--- src/rtl/fp_lnorm.sv ---
// fp_lnorm: post-add normalizer for the floating-point adder.
// The block takes an unnormalized sum mantissa with an adder carry, guard bit and
// sticky bit. It finds the leading one, shifts the mantissa left (or 1 bit right
// when the adder produced a carry), rounds to nearest-even on guard/sticky, and
// adjusts the exponent. It also flags zero, overflow and underflow results.
// It is a 3-stage pipeline with a global stall enable.
//
// Ports:
//   clk, rst_n        rising-edge clock, asynchronous active-low reset
//   en                pipeline advance; all stages hold when low
//   valid_i           input qualifier
//   sign_i            sign, passed through unchanged
//   exp_i             biased exponent of the unnormalized sum
//   mant_i            {carry, mantissa[DATAWIDTH-1:0], guard, sticky}
//   valid_o           output qualifier (3 en-cycles after valid_i)
//   sign_o            sign
//   exp_o             normalized exponent
//   mant_o            normalized, rounded mantissa (MSB = hidden bit)
//   zero_o/ovf_o/udf_o  zero, overflow to infinity, underflow flushed to zero
module fp_lnorm #(
    parameter int DATAWIDTH  = 24,
    parameter int EXPWIDTH   = 8,
    parameter int SHIFTWIDTH = 5
) (
    input  logic                   clk,
    input  logic                   rst_n,
    input  logic                   en,
    input  logic                   valid_i,
    input  logic                   sign_i,
    input  logic [EXPWIDTH-1:0]    exp_i,
    input  logic [DATAWIDTH+2:0]   mant_i,
    output logic                   valid_o,
    output logic                   sign_o,
    output logic [EXPWIDTH-1:0]    exp_o,
    output logic [DATAWIDTH-1:0]   mant_o,
    output logic                   zero_o,
    output logic                   ovf_o,
    output logic                   udf_o
);

    localparam int W  = DATAWIDTH;
    // Width for the exponent compares, wide enough that exp+1 and exp-lz cannot wrap.
    localparam int CW = (EXPWIDTH >= SHIFTWIDTH) ? EXPWIDTH + 1 : SHIFTWIDTH + 1;
    localparam logic [EXPWIDTH-1:0] EMAX = '1;

    // ---------------- Stage 1: capture + leading-zero count ----------------
    logic [SHIFTWIDTH-1:0] lz_d;
    logic                  s1_valid_q, s1_sign_q;
    logic [EXPWIDTH-1:0]   s1_exp_q;
    logic [W+2:0]          s1_mant_q;
    logic [SHIFTWIDTH-1:0] s1_lz_q;

    // Scanning upward lets the highest set bit win; all-zero leaves W+2.
    always_comb begin
        lz_d = SHIFTWIDTH'(W + 2);
        for (int unsigned i = 0; i < W + 2; i++) begin
            if (mant_i[i]) lz_d = SHIFTWIDTH'(W + 1 - i);
        end
    end

    always_ff @(posedge clk or negedge rst_n) begin
        if (!rst_n) begin
            s1_valid_q <= 1'b0;
            s1_sign_q  <= 1'b0;
            s1_exp_q   <= '0;
            s1_mant_q  <= '0;
            s1_lz_q    <= '0;
        end else if (en) begin
            s1_valid_q <= valid_i;
            s1_sign_q  <= sign_i;
            s1_exp_q   <= exp_i;
            s1_mant_q  <= mant_i;
            s1_lz_q    <= lz_d;
        end
    end

    // ---------------- Stage 2: shift + exponent ----------------
    logic [W+1:0]        shifted;
    logic [CW-1:0]       exp_ext, lz_ext, exp_inc;
    logic [W-1:0]        m2_d, m2_q;
    logic                g2_d, g2_q, st2_d, st2_q;
    logic [EXPWIDTH-1:0] e2_d, e2_q;
    logic                zero2_d, zero2_q, ovf2_d, ovf2_q, udf2_d, udf2_q;
    logic                s2_valid_q, s2_sign_q;

    assign shifted = s1_mant_q[W+1:0] << s1_lz_q;
    assign exp_ext = CW'(s1_exp_q);
    assign lz_ext  = CW'(s1_lz_q);
    assign exp_inc = exp_ext + CW'(1);

    always_comb begin
        m2_d    = '0;
        g2_d    = 1'b0;
        st2_d   = 1'b0;
        e2_d    = '0;
        zero2_d = 1'b0;
        ovf2_d  = 1'b0;
        udf2_d  = 1'b0;
        if (s1_mant_q[W+2]) begin
            m2_d   = s1_mant_q[W+2:3];
            g2_d   = s1_mant_q[2];
            st2_d  = |s1_mant_q[1:0];
            e2_d   = exp_inc[EXPWIDTH-1:0];
            ovf2_d = (exp_inc >= CW'(EMAX));
        end else if (s1_mant_q == '0) begin
            zero2_d = 1'b1;
        end else begin
            m2_d  = shifted[W+1:2];
            g2_d  = shifted[1];
            st2_d = shifted[0];
            if (exp_ext <= lz_ext) begin
                udf2_d = 1'b1;
            end else begin
                // lz < exp here, so the narrowed subtract is exact.
                e2_d = s1_exp_q - EXPWIDTH'(s1_lz_q);
            end
        end
    end

    always_ff @(posedge clk or negedge rst_n) begin
        if (!rst_n) begin
            s2_valid_q <= 1'b0;
            s2_sign_q  <= 1'b0;
            m2_q       <= '0;
            g2_q       <= 1'b0;
            st2_q      <= 1'b0;
            e2_q       <= '0;
            zero2_q    <= 1'b0;
            ovf2_q     <= 1'b0;
            udf2_q     <= 1'b0;
        end else if (en) begin
            s2_valid_q <= s1_valid_q;
            s2_sign_q  <= s1_sign_q;
            m2_q       <= m2_d;
            g2_q       <= g2_d;
            st2_q      <= st2_d;
            e2_q       <= e2_d;
            zero2_q    <= zero2_d;
            ovf2_q     <= ovf2_d;
            udf2_q     <= udf2_d;
        end
    end

    // ---------------- Stage 3: round + final select ----------------
    logic                inc;
    logic [W:0]          rnd;
    logic [CW-1:0]       e_inc;
    logic                ovf_hit;
    logic [W-1:0]        mant_d;
    logic [EXPWIDTH-1:0] exp_d;
    logic                zero_d, ovf_d, udf_d;

    assign inc   = g2_q & (st2_q | m2_q[0]);
    assign rnd   = {1'b0, m2_q} + {{W{1'b0}}, inc};
    assign e_inc = CW'(e2_q) + CW'(1);

    always_comb begin
        mant_d  = rnd[W-1:0];
        exp_d   = e2_q;
        ovf_hit = ovf2_q;
        zero_d  = 1'b0;
        ovf_d   = 1'b0;
        udf_d   = 1'b0;
        if (rnd[W]) begin
            mant_d = {1'b1, {(W-1){1'b0}}};
            exp_d  = e_inc[EXPWIDTH-1:0];
            if (e_inc >= CW'(EMAX)) ovf_hit = 1'b1;
        end
        if (zero2_q) begin
            zero_d = 1'b1;
            mant_d = '0;
            exp_d  = '0;
        end else if (udf2_q) begin
            udf_d  = 1'b1;
            mant_d = '0;
            exp_d  = '0;
        end else if (ovf_hit) begin
            ovf_d  = 1'b1;
            mant_d = '0;
            exp_d  = EMAX;
        end
    end

    always_ff @(posedge clk or negedge rst_n) begin
        if (!rst_n) begin
            valid_o <= 1'b0;
            sign_o  <= 1'b0;
            exp_o   <= '0;
            mant_o  <= '0;
            zero_o  <= 1'b0;
            ovf_o   <= 1'b0;
            udf_o   <= 1'b0;
        end else if (en) begin
            valid_o <= s2_valid_q;
            sign_o  <= s2_sign_q;
            exp_o   <= exp_d;
            mant_o  <= mant_d;
            zero_o  <= zero_d;
            ovf_o   <= ovf_d;
            udf_o   <= udf_d;
        end
    end

endmodule

--- config.mk ---
export PLATFORM = sky130hd
export DESIGN_NAME = fp_lnorm
export DESIGN_NICKNAME = d
export VERILOG_FILES = /design/src/rtl/fp_lnorm.sv
export SDC_FILE = /design/constraint.sdc
export NUM_CORES = 1
export LEC_CHECK = 0
export BUFFER_PORTS_ARGS = -buffer_cell sky130_fd_sc_hd__buf_2
export CAP_MARGIN = 5
export CORE_MARGIN = 2
export CORE_UTILIZATION = 47
export CTS_BUF_LIST = sky130_fd_sc_hd__clkbuf_8
export CTS_CLUSTER_DIAMETER = 120
export DETAILED_ROUTE_END_ITERATION = 6
export PLACE_DENSITY_LB_ADDON = 0.08
export RECOVER_POWER = 50
export SYNTH_ARGS = -nofsm -noshare
export SYNTH_HDL_FRONTEND = slang
export SYNTH_SLANG_ARGS = --single-unit
--- constraint.sdc ---
create_clock -name clk -period 7.6 [get_ports clk]
set_clock_uncertainty 0.15 [all_clocks]
set_input_delay 0 -clock clk [delete_from_list [all_inputs] [get_ports clk]]
set_output_delay 0 -clock clk [all_outputs]
set_load 0.1 [all_outputs]
# ---- Word level (Yosys, flattened, before mapping)
# Index checks and enable logic that the tools add are counted.
dict set report word_totals {
  ff_bits 118
  in_bits 40
  word_cells 90
}
dict set report op_classes {
  add_sub_neg 4
  magnitude_cmp 3
  shift 1
  muxes 57
  bitwise_logic 2
  n_reduce_logical 2
}
# operator count
set ops {}
lappend ops {{24-bit two-way mux} 6}
lappend ops {{5-bit two-way mux} 22}
lappend ops {{8-bit two-way mux} 7}
lappend ops {{27-bit logical NOT} 1}
lappend ops {{26-bit by 5-bit left shift with 26-bit output} 1}
lappend ops {{24-bit by 1-bit adder with 25-bit output} 1}
lappend ops {{8-bit by 1-bit adder with 9-bit output, second input constant} 2}
lappend ops {{9-bit by 8-bit >= comparator with 1-bit output, second input constant} 2}
lappend ops {{1-bit two-way mux} 18}
lappend ops {{8-bit by 5-bit <= comparator with 1-bit output} 1}
lappend ops {{4-bit two-way mux} 2}
lappend ops {{8-bit by 5-bit subtractor with 8-bit output} 1}
lappend ops {{2-bit two-way mux} 2}
lappend ops {{2-bit OR reduction} 1}
lappend ops {{1-bit AND} 1}
lappend ops {{1-bit OR} 1}

# ---- Logic depth before layout (Yosys ltp)
# Gate-level depths: netlist of the first run.
dict set report logic_depth {
  word_depth 26
  mapped_depth 11
}

# ---- Worst setup path before layout of the first run
# OpenSTA, ideal clock, no wires.
dict set report synth_timing {
  path_type {register to register}
  from {register s1_lz_q[2]}
  to {register e2_q[5]}
  setup_ns 0.139
  arrival_time_ns 2.639
  slack_ns 4.672
  path_stages_with_launch 11
  n_path_buf 2
  synth_period_minus_slack_ns 2.928
  path_cell_list {dfrtp_1 > inv_1 > buf_1 > buf_1 > ha_1 > a21o_1 > a21o_1 > a211o_1 > o21ai_0 > a211o_1 > o221ai_1}
}
dict set report synth_via {
  elab_chain_len 4
  elab_cells_between_ends 5
  classes_between {add/sub (1); order compare (1); mux (3)}
}
# element line_no
set synth_rtl {}
lappend synth_rtl {{start: declaration} 51} ;# logic [SHIFTWIDTH-1:0] s1_lz_q;
lappend synth_rtl {{start signal: assignment} 73} ;# s1_lz_q <= lz_d;
lappend synth_rtl {{8-bit by 5-bit subtractor with 8-bit output / 8-bit by 5-bit <= comparator with 1-bit output (equally long branches)} {115, 111}}
lappend synth_rtl {{8-bit two-way mux (*)} 111} ;# if (exp_ext <= lz_ext) begin
lappend synth_rtl {{8-bit two-way mux (*)} 105} ;# end else if (s1_mant_q == '0) begin
lappend synth_rtl {{8-bit two-way mux (*)} 99} ;# if (s1_mant_q[W+2]) begin
lappend synth_rtl {{end signal: assignment} 127} ;# e2_q <= '0;
lappend synth_rtl {{end signal: assignment} 137} ;# e2_q <= e2_d;
lappend synth_rtl {{end: declaration} 82} ;# logic [EXPWIDTH-1:0] e2_d, e2_q;
# Mark *: on every way between the ends. The rest lies on a longest branch, timed or not.
# A chain may end at the register's enable or synchronous reset.

==> results of run 1 <==
[per-stage QoR]
step	utilization (%)	instances
4_1_cts	55.47	1116
3_5_place_dp	50.11	1043
2_1_floorplan	-	791
6_report	54.95	1116
5_1_grt	54.95	1116
3_3_place_gp	50.11	1043
[worst reg2reg max path: stages (launching register included)]
cell and delay, ps:
dfrtp_1 890, clkinv_1 910, ha_1 630, a21o_1 200
a211o_1 320, o21ai_0 130, a211o_1 320, o221ai_1 160
[power by group]
group	leakage (nW)	internal, mW	total [mW]	switching, mW
sequential	1.42	0.722	0.834	0.112
combinational	2.03	0.225	0.770	0.545
clock	0.213	0.340	0.608	0.268
[registers in the layout, summed over array words and instances, names as in the netlist]
| register | flops |
|---|---|
| s1_mant_q | 27 |
| m2_q | 24 |
| mant_o | 24 |
| e2_q | 8 |
| exp_o | 8 |
| s1_exp_q | 8 |
| s1_lz_q | 5 |
| g2_q | 1 |
| ovf2_q | 1 |
| ovf_o | 1 |
| s1_sign_q | 1 |
| s1_valid_q | 1 |
| s2_sign_q | 1 |
| s2_valid_q | 1 |
| sign_o | 1 |
| st2_q | 1 |
| udf2_q | 1 |
| udf_o | 1 |
| valid_o | 1 |
| zero2_q | 1 |
| zero_o | 1 |
[path summary, 6_finish.rpt]
kind / slack (ps) / cells after the start / to
min in group asynchronous: 1410 / 4 / mant_o[6]
hold / removal: 170 / 4 / s1_mant_q[26]
setup / recovery: 2890 / 6 / mant_o[18]
setup reg to reg: 3630 / 7 / e2_q[4]
max in group asynchronous: 3140 / 4 / zero_o
hold reg to reg: 350 / 1 / s2_sign_q
[cell families (layout without fill, tap and decap cells)]
| family | Yosys count | in the layout | share of synthesized area [%] |
|---|---|---|---|
| AND/OR/NAND/NOR | 253 | 253 | 16.35 |
| adder cells (fa/ha/maj) | 12 | 12 | 2.097 |
| flip-flops | 118 | 118 | 39.28 |
| buffers and inverters | 99 | 208 | 6.791 |
| multiplexers | 88 | 88 | 15.13 |
| XOR/XNOR | 42 | 42 | 4.893 |
| AO/OA/AOI/OAI | 179 | 179 | 15.46 |
[layout by cell type (no fill, tap or decap), types with 5 or more instances in the layout]
cell             n
dfrtp_1        118
nand2_1         96
o21ai_0         58
nor2_1          56
inv_1           53
mux2_2          47
clkbuf_1        41
dlygate4sd3_1   40
buf_2           37
o22ai_1         30
mux2i_1         27
xnor2_1         26
nand3_1         24
a21oi_1         24
clkbuf_8        19
xor2_1          16
nor4_1          14
o221ai_1        13
nor3_1          11
ha_1            11
nand2b_1         9
mux4_2           8
a31oi_1          8
and4_1           7
and3_1           7
nand4_1          6
mux4_1           6
or3_1            5
nor2b_1          5
[area by class of cell]
cell class | count | area, µm² | area share, %
Multi-Input combinational cell | 574 | 4054 | 46.78
Tap cell | 216 | 270.3 | 3.119
Sequential cell | 118 | 2953 | 34.07
Clock inverter | 13 | 155.1 | 1.790
Inverter | 54 | 202.7 | 2.339
Timing Repair Buffer | 122 | 769.5 | 8.880
Clock buffer | 19 | 261.5 | 3.018
[metal layers]
layer	vias to the layer above	global-route usage, %
li1	3058	-
met1	3070	36.59
met2	200	38.56
met3	22	5.334
met4	0	7.322
met5	-	0
==> out/qor.yml, run 1 <==
status: "finished, violations left"
violations: "capacitance limit, slew limit"
synth_seq_cells: 118
setup_slack_ps: 2891
grt_pass1_wl_um: 33110
slew_viol_final: 199
synthArstFlopShare_pct: 100.0
clk_path_buf_depth: 2
gp_congestion: 0.9393
synth_most_common_cell: "dfrtp_1"
slew_headroom_pct: -157.1
crit_type: "primary input to register"
met3WireLength_um: 1237
portBuffers: 76
setup_viol: 0
yosys.area.top_type_share_pct: 39.28
ys_top_cells_by_area: "dfrtp_1 (39%), mux2_2 (7.0%), nand2_1 (4.8%)"
fp.dieH_um: 130.5
nNetsFinal: 939
critPathMaxFanout: 85
critPathSlowestCell: "clkbuf_1"
power_mw: 2.212
finalCritPeriodShare_pct: 61.96
tns_ps: 0
yosysSeqAreaShare_pct: 39.28
tightest_slew_ps: 3857
drive_gt1_share_pct: 15.56
cts_root_buf: "clkbuf_8"
grt_use_total_pct: 25.30
cts_resized: 0
grt_overflow: 0
cts_setup_buffers: 0
cp.required_ps: 7800
critPathBufInv: 2
cp-start-kind: "primary input"
hpwl_um: 14530
core_area_um2: 15770
clk_pin_slew_ps: 70
end_kind: "register"
hold_class: "primary input to register"
cts_tree: "yes"
vias: 6350
worst_ep_arrival_time_ps: 4910
fill_cells: 1544
timing.hold.ws_ps: 167.6
synthFlopType: "dfrtp_1"
antenna_found_initial: 0
wl_per_cell_um: 18.37
dr_wl_met2_um: 9259
hold_violations: 0
r2r-start: "s1_lz_q[3]"
grt_pass1_vias: 6016
totalWireLength_um: 20500
total_leakage_power_nw: 3.662
hold_start: "mant_i[26]"
worst_path_most_repeated_cell: "nand2_1"
ant_nets: 0
postCtsHoldBufs: 41
drc: 0
crit_family: "buffers and inverters"
grt_max_degree: 86
topRoutingLayerUsed: "met4"
area_growth_pct: 15.28
start_util_pct: 47.67
ys.warnings.count: 0
max_stage_delay_ps: 2540
path_cells: "clkbuf_1 -> buf_4 -> nand2_1 -> nor2_1 -> nand2_1 -> o22ai_1"
yosys.cell_types.count: 67
syn_nets: 843
cts_made_buffers: 17
met1_length_um: 9658
yosysTopAreaCell: "dfrtp_1"
dpl_worst_slack_ps: 3886
htreeDepth: 4
syn_avg_cell_area_um2: 9.503
cts_sinks: 118
dieArea_um2: 17020
drtIter0Drc: 438
ios: 77
fin_crit_ps: 4709
synthCells: 791
rows: 46
p_per_area_nw_per_um2: 255.3
drtPass1Iterations: 5
place_area_um2: 7903
max-cap-violations: 3
peakVddDrop_v: 0.0001580
fmax_mhz: 212.4
cp-startpoint: "en"
routed_via_density: 5.690
synth_area_um2: 7517
n_antenna_cell: 0
grt_setup_unrepaired: "false"
die_w_um: 130.5
finalInstanceArea_um2: 8666
synthTopCellsByCount: "dfrtp_1 (118), nand2_1 (96), o21ai_0 (58), nor2_1 (56), inv_1 (52)"
synth_edf_count: 0
clkLatencyLatePin_ps: 440
Power figures use the tool's default switching activity.
==> run 2: changes to the inputs <==
- clock period: 7.6 -> 4.9 ns (I/O delays scaled with it)
==> run 2 against run 1 <==
  * The flow still finishes with violations (capacitance limit, slew limit)
  * Sequential power increased by 56%
  * First-iteration DRC count increased by 37%
  * Flip-flop and latch count unchanged
  * Die area unchanged
  * Critical path depth decreased by 3
  * Largest cell class unchanged
==> out/qor.yml, run 2 (synthesized netlist as in run 1, its figures left out) <==
tightest_slew_ps: 2205  # -1651 ps
hold_start: "mant_i[1]"
cp-start-kind: "primary input"
hold_violations: 0  # unchanged
portBuffers: 76  # unchanged
end_kind: "asynchronous set/reset pin"
finalInstanceArea_um2: 8871  # +2.4%
use_met2_pct: 40.75  # +2.2 points
finalCritPeriodShare_pct: 67.44
drtIter0Drc: 600  # +37%
start_util_pct: 47.67  # unchanged
cts_tree: "yes"
ant_nets: 0  # unchanged
grt_overflow: 0  # unchanged
gp_congestion: 0.8992  # -4.3%
critPathBufInv: 3  # +1
dpl_worst_slack_ps: 1920  # -1966 ps
critPathSlowestCell: "clkbuf_2"
grt_setup_unrepaired: "false"
cts_setup_buffers: 0  # unchanged
hold_depth: 3  # -1
cp.required_ps: 5010  # -2790 ps
die_w_um: 130.5  # unchanged
peakVddDrop_v: 0.0002451  # +55%
ios: 77  # unchanged
grt_max_degree: 89  # +3.5%
n_antenna_cell: 0  # unchanged
regArea_um2: 2953  # unchanged
max-cap-violations: 2  # -1
holdPathEnd: "s1_mant_q[1]"
grt_pass1_wl_um: 33530  # +1.3%
drtPass1Iterations: 5  # unchanged
fmax_mhz: 302.6
wl_per_cell_um: 18.60  # +1.3%
fp.dieH_um: 130.5  # unchanged
max_stage_delay_ps: 1560  # -980 ps
dieArea_um2: 17020  # unchanged
slew_viol_final: 121  # -39%
violations: "capacitance limit, slew limit"
r2r-start: "s1_lz_q[1]"
use_met3_pct: 4.235  # -1.1 points
multi_input_area_um2: 4054  # unchanged
clk_path_buf_depth: 2  # unchanged
totalWireLength_um: 21020  # +2.5%
reg2reg_depth: 8  # +1
hpwl_um: 14750  # +1.5%
cts_made_buffers: 17  # unchanged
htreeDepth: 4  # unchanged
regMostFlops: "s1_mant_q"
area_growth_pct: 18.01
setup_slack_ps: 1595  # -1296 ps
grtUsageMet1_pct: 36.61  # about the same
nNetsFinal: 954  # +1.6%
worst_ep_arrival_time_ps: 3420  # -1490 ps
total_leakage_power_nw: 3.761  # +2.7%
drive_gt1_share_pct: 15.86  # +0.31 points
top_regs: "s1_mant_q (27), m2_q (24), mant_o (24)"
clkLatencyLatePin_ps: 450  # about the same
crit_type: "primary input to asynchronous set/reset pin"
r2r_slack_ps: 1850  # -1780 ps
antenna_found_initial: 0  # unchanged
grt-busiest-layer: "met2"
timing.hold.ws_ps: 210.8  # +43.24 ps
largest_register_ffs: 27  # unchanged
rows: 46  # unchanged
status: "finished, violations left"
clk_pin_slew_ps: 70  # about the same
routed_via_density: 5.657  # -0.59%
cts_sinks: 118  # unchanged
setup_viol: 0  # unchanged
vias: 6392  # +0.66%
fill_cells: 1529  # -0.97%
critPathMaxFanout: 88  # +3.5%
core_area_um2: 15770  # unchanged
place_area_um2: 7933  # +0.38%
slew_headroom_pct: -47.01  # +110 points
grt_pass1_vias: 6166  # +2.5%
power_mw: 3.552  # +61%
cts_root_buf: "clkbuf_8"
grt_use_total_pct: 25.55  # +0.25 points
final_common_cell: "dfrtp_1"
reg2reg_to: "e2_q[4]"
crit_family: "buffers and inverters"
final_cell_mix: "dfrtp_1 (118), nand2_1 (96), o21ai_0 (58), nor2_1 (56), inv_1 (53)"
tns_ps: 0  # unchanged
fin_crit_ps: 3305
path_cells: "dlygate4sd3_1 -> clkbuf_2 -> clkbuf_1"
drc: 0  # unchanged
p_per_area_nw_per_um2: 400.4  # +57%
hold_class: "primary input to register"
==> run 2: cell types whose count changed in the layout (fill, tap and decap cells not counted), moves of 3 or more <==
cell,delta
clkinv_2,-4
clkbuf_8,+5
clkbuf_1,-3
buf_4,+5
dlygate4sd3_1,+12
==> run 2: layout make-up <==
class | instances | share of cell area, %
clock buffer | 24 | 3.724
inverter | 54 | 2.285
sequential | 118 | 33.29
tap | 216 | 3.047
timing repair buffer | 137 | 10.38
clock inverter | 7 | 1.580
multi-input combinational | 574 | 45.70
==> run 2: worst max-delay path by stage <==
stage                from         end  slack (ps)  cells after the start
3_3_place_gp   s1_lz_q[2]     e2_q[4]        2020                      8
3_5_place_dp   s1_lz_q[1]     e2_q[4]        1920                      8
5_1_grt             rst_n  s1_lz_q[4]         940                      3
6_report            rst_n  s1_lz_q[4]        1600                      3
4_1_cts        s1_lz_q[1]     e2_q[4]        1880                      8
2_1_floorplan  s1_lz_q[2]     e2_q[5]        1970                     10
==> run 2: metrics by stage <==
stage	std cells	utilization (%)
after floorplan	791	-
after global placement	1047	50.30
after detailed placement	1047	50.30
after CTS	1130	56.59
after global routing	1130	56.25
final	1130	56.25
==> run 2: layer usage <==
layer / vias to the layer above / wire length, µm / part of all wire [%]
li1: 3085 / - / -
met1: 3082 / 10080 / 48
met2: 194 / 9602 / 46
met3: 31 / 1039 / 4.9
met4: 0 / 297 / 1.4
met5: - / 0 / 0
==> run 2: where the power goes <==
group	switching [mW]	internal, mW
registers	0.181	1.12
clock network	0.402	0.647
logic	0.844	0.358
total	1.43	2.13
==> run 2: what timing repair did <==
item                                   4_1_cts  5_1_grt
resized for setup                            0        0
endpoints found under the hold margin      155        0
hold buffers                                52        0
==> run 2: tightest hold or removal path: stages <==
cell and delay, ps:
dlygate4sd3_1 520, buf_2 120, mux2_2 140
==> run 3: changes to the inputs <==
- ABC_AREA: not set -> 1
- clock period: 4.9 -> 3.34 ns (I/O delays scaled with it)
==> run 3 against run 2 <==
  * The run still ends with capacitance limit, slew limit left
  * Routed wire length shrank 10%
  * Register-to-register slack got worse by 1500 ps
  * Clock power up 45%
  * Sequential share of layout area is 1.3 points higher
  * Global-route usage shrank 0.73 points
  * First-iteration DRC count down 14%
  * Flip-flop and latch count is the same
  * Worst setup slack got worse by 1200 ps
  * Via count increased by 3.2%
  * Synthesized cell count is 19% higher
  * Cell area shrank 3.7%
  * Non-clock buffer count down 4
  * Critical endpoint is now exp_o[6]
  * Highest routed layer unchanged
==> out/qor.yml, run 3 <==
fin_crit_ps: 2955
portBuffers: 76  # unchanged
start_util_pct: 47.49  # -0.18 points
final_common_cell: "nand2_1"
fmax_mhz: 338.4
drtIter0Drc: 517  # -14%
area_growth_pct: 19.66
largest_register_ffs: 27  # unchanged
cts_root_buf: "clkbuf_8"
holdPathEnd: "s1_sign_q"
top_regs: "s1_mant_q (27), m2_q (24), mant_o (24)"
synthTopCellsByCount: "nand2_1 (261), o21ai_0 (123), dfrtp_1 (118), inv_1 (106), clkbuf_1 (43)"
critPathSlowestCell: "dfrtp_1"
grt_overflow: 0  # unchanged
yosys.area.top_type_share_pct: 41.36  # +2.1 points
synth_seq_cells: 118  # unchanged
routed_via_density: 5.283  # -6.6%
grt_max_degree: 101  # +13%
tns_ps: 0  # unchanged
violations: "capacitance limit, slew limit"
nNetsFinal: 1100  # +15%
antenna_found_initial: 0  # unchanged
n_antenna_cell: 0  # unchanged
totalWireLength_um: 18920  # -10%
ys.warnings.count: 0  # unchanged
clk_pin_slew_ps: 70  # about the same
yosysSeqAreaShare_pct: 41.36  # +2.1 points
grt_setup_unrepaired: "false"
total_leakage_power_nw: 4.058  # +7.9%
ios: 77  # unchanged
fill_cells: 1433  # -6.3%
worst_ep_arrival_time_ps: 3150  # -270 ps
die_w_um: 127.3  # -2.5%
crit_type: "register to register"
ys_top_cells_by_area: "dfrtp_1 (41%), nand2_1 (14%), o21ai_0 (8.6%)"
synthCells: 943  # +19%
ant_nets: 0  # unchanged
synth_edf_count: 0  # unchanged
drc: 0  # unchanged
cts_tree: "yes"
drtPass1Iterations: 5  # unchanged
synth_area_um2: 7139  # -5.0%
critPathBufInv: 6  # +3
grt_use_total_pct: 24.82  # -0.73 points
r2r_slack_ps: 380  # -1470 ps
fin_cells: 1249  # +11%
syn_nets: 995  # +18%
end_kind: "register"
drive_gt1_share_pct: 13.29  # -2.6 points
clk_path_buf_depth: 2  # unchanged
synth_most_common_cell: "nand2_1"
vias: 6598  # +3.2%
hold_class: "primary input to register"
synthArstFlopShare_pct: 100.0  # unchanged
reg2reg_depth: 22  # +14
cts_setup_buffers: 0  # unchanged
slew_viol_final: 120  # -0.83%
grt_pass1_vias: 6249  # +1.3%
setup_viol: 0  # unchanged
worst_path_most_repeated_cell: "inv_2"
syn_avg_cell_area_um2: 7.571  # -20%
cts_sinks: 118  # unchanged
rows: 45  # -2.2%
peakVddDrop_v: 0.0002683  # +9.5%
finalCritPeriodShare_pct: 88.48
yosysTopAreaCell: "dfrtp_1"
clkLatencyLatePin_ps: 470  # +20 ps
cts_made_buffers: 17  # unchanged
path_cells: "o21a_1 -> ha_1 -> ha_1 -> nand3_2 -> nor2_1 -> nand2_1 -> nor2_2 -> inv_2 -> nor2_4 -> inv_2 -> nor2_4 -> inv_2 -> nor2_2 -> inv_2 -> nor3_2 -> inv_2 -> nor2_1 -> nand3_1 -> nand2_2 -> buf_4 -> nand2_1 -> o311ai_0"
cp-start-kind: "register"
synthFlopType: "dfrtp_1"
fp.dieH_um: 127.3  # -2.5%
cp-startpoint: "m2_q[0]"
wl_per_cell_um: 15.15  # -19%
hold_violations: 0  # unchanged
hpwl_um: 13600  # -7.8%
cts_resized: 0  # unchanged
gp_congestion: 0.9999  # +11%
hold_depth: 4  # +1
core_area_um2: 15030  # -4.7%
dp_cells: 1176  # +12%
status: "finished, violations left"
grt_pass1_wl_um: 31440  # -6.2%
reg2reg_to: "exp_o[6]"
p_per_area_nw_per_um2: 566.5  # +41%
max_stage_delay_ps: 370  # -1190 ps
slew_headroom_pct: -36.54  # +10 points
critPathMaxFanout: 9  # -90%
crit_family: "simple AND/OR/NAND/NOR gates"
yosys.cell_types.count: 46  # -31%
place_area_um2: 7714  # -2.8%
dieArea_um2: 16190  # -4.9%
htreeDepth: 4  # unchanged
hold_start: "sign_i"
finalInstanceArea_um2: 8543  # -3.7%
final_cell_mix: "nand2_1 (261), o21ai_0 (123), dfrtp_1 (118), inv_1 (106), buf_2 (60)"
regMostFlops: "s1_mant_q"
max-cap-violations: 3  # +1
tightest_slew_ps: 2048  # -157.0 ps
timing.hold.ws_ps: 120.0  # -90.86 ps
cp.required_ps: 3540  # -1470 ps
r2r-start: "m2_q[0]"
-- run 3: changes by cell type in the layout (fill, tap and decap cells not counted), moves of 17 or more --
cell	before	now
clkbuf_1	38	15
nor2_1	56	39
xnor2_1	26	9
o221ai_1	13	30
o21ai_0	58	123
o22ai_1	30	8
buf_2	37	60
nand2_1	96	261
inv_1	53	106
mux2_2	47	0
-- run 3: cells by family after synthesis --
group	Yosys count	share of synthesized area, %
AO/OA/AOI/OAI	221	19.09
XOR/XNOR	29	3.558
adder cells (fa/ha/maj)	12	2.208
buffers and inverters	160	8.587
flip-flops	118	41.36
multiplexers	14	1.963
AND/OR/NAND/NOR	389	23.24
-- run 3: metal layers --
layer,track usage [%],routed length [µm],vias up
li1,-,-,3371
met1,36.77,9456,3000
met2,35.48,7939,196
met3,4.858,989,31
met4,10.47,532,0
met5,0,0,-
-- run 3: worst reg2reg max path: stages (launching register included) --
cell      delay [ps]
dfrtp_1          370
o21a_1           120
ha_1             150
ha_1             200
nand3_2          100
nor2_1           100
nand2_1           80
nor2_2           130
inv_2             60
nor2_4            90
inv_2             60
nor2_4           100
inv_2             40
nor2_2           100
inv_2             50
nor3_2           150
inv_2             50
nor2_1            90
nand3_1           90
nand2_2           90
buf_4            140
nand2_1          180
o311ai_0         150
-- run 3: area by class of cell --
cell class	instances	area [µm²]	share of cell area (%)
clock buffer	18	247.7	2.900
sequential	118	2953	34.56
inverter	113	424.2	4.965
clock inverter	14	207.7	2.431
multi-input combinational	665	3573	41.83
timing repair buffer	133	902.1	10.56
tap	188	235.2	2.753
-- run 3: report_power, final --
| group | internal, mW | switching, mW | total [mW] |
|---|---|---|---|
| registers | 1.63 | 0.176 | 1.80 |
| clock network | 0.900 | 0.618 | 1.52 |
| logic | 0.395 | 1.12 | 1.52 |
| total | 2.92 | 1.92 | 4.84 |
-- run 3: how the worst max path moves through the flow --
stage	endpoint	slack [ps]	depth (start not counted)
detailed placement	exp_o[6]	390	22
floorplan	mant_o[12]	630	23
finish	exp_o[6]	380	22
global placement	exp_o[6]	480	22
CTS	exp_o[6]	370	22
global route	exp_o[6]	40	22
-- run 3: metrics by stage --
stage                     total power, mW  util [%]  setup slack [ps]
after floorplan                     2.945         -             632.0
final                               4.840     56.83             384.8
after detailed placement            3.310     51.31             394.5
after CTS                           4.880     57.19             366.3
after global routing                5.111     56.83             39.69
after global placement              3.303     51.31             477.1
-- run 3: timing repair --
item | in CTS | in global routing
hold buffers | 41 | 0
setup endpoints to repair | 0 | 0
endpoints found under the hold margin | 163 | 0
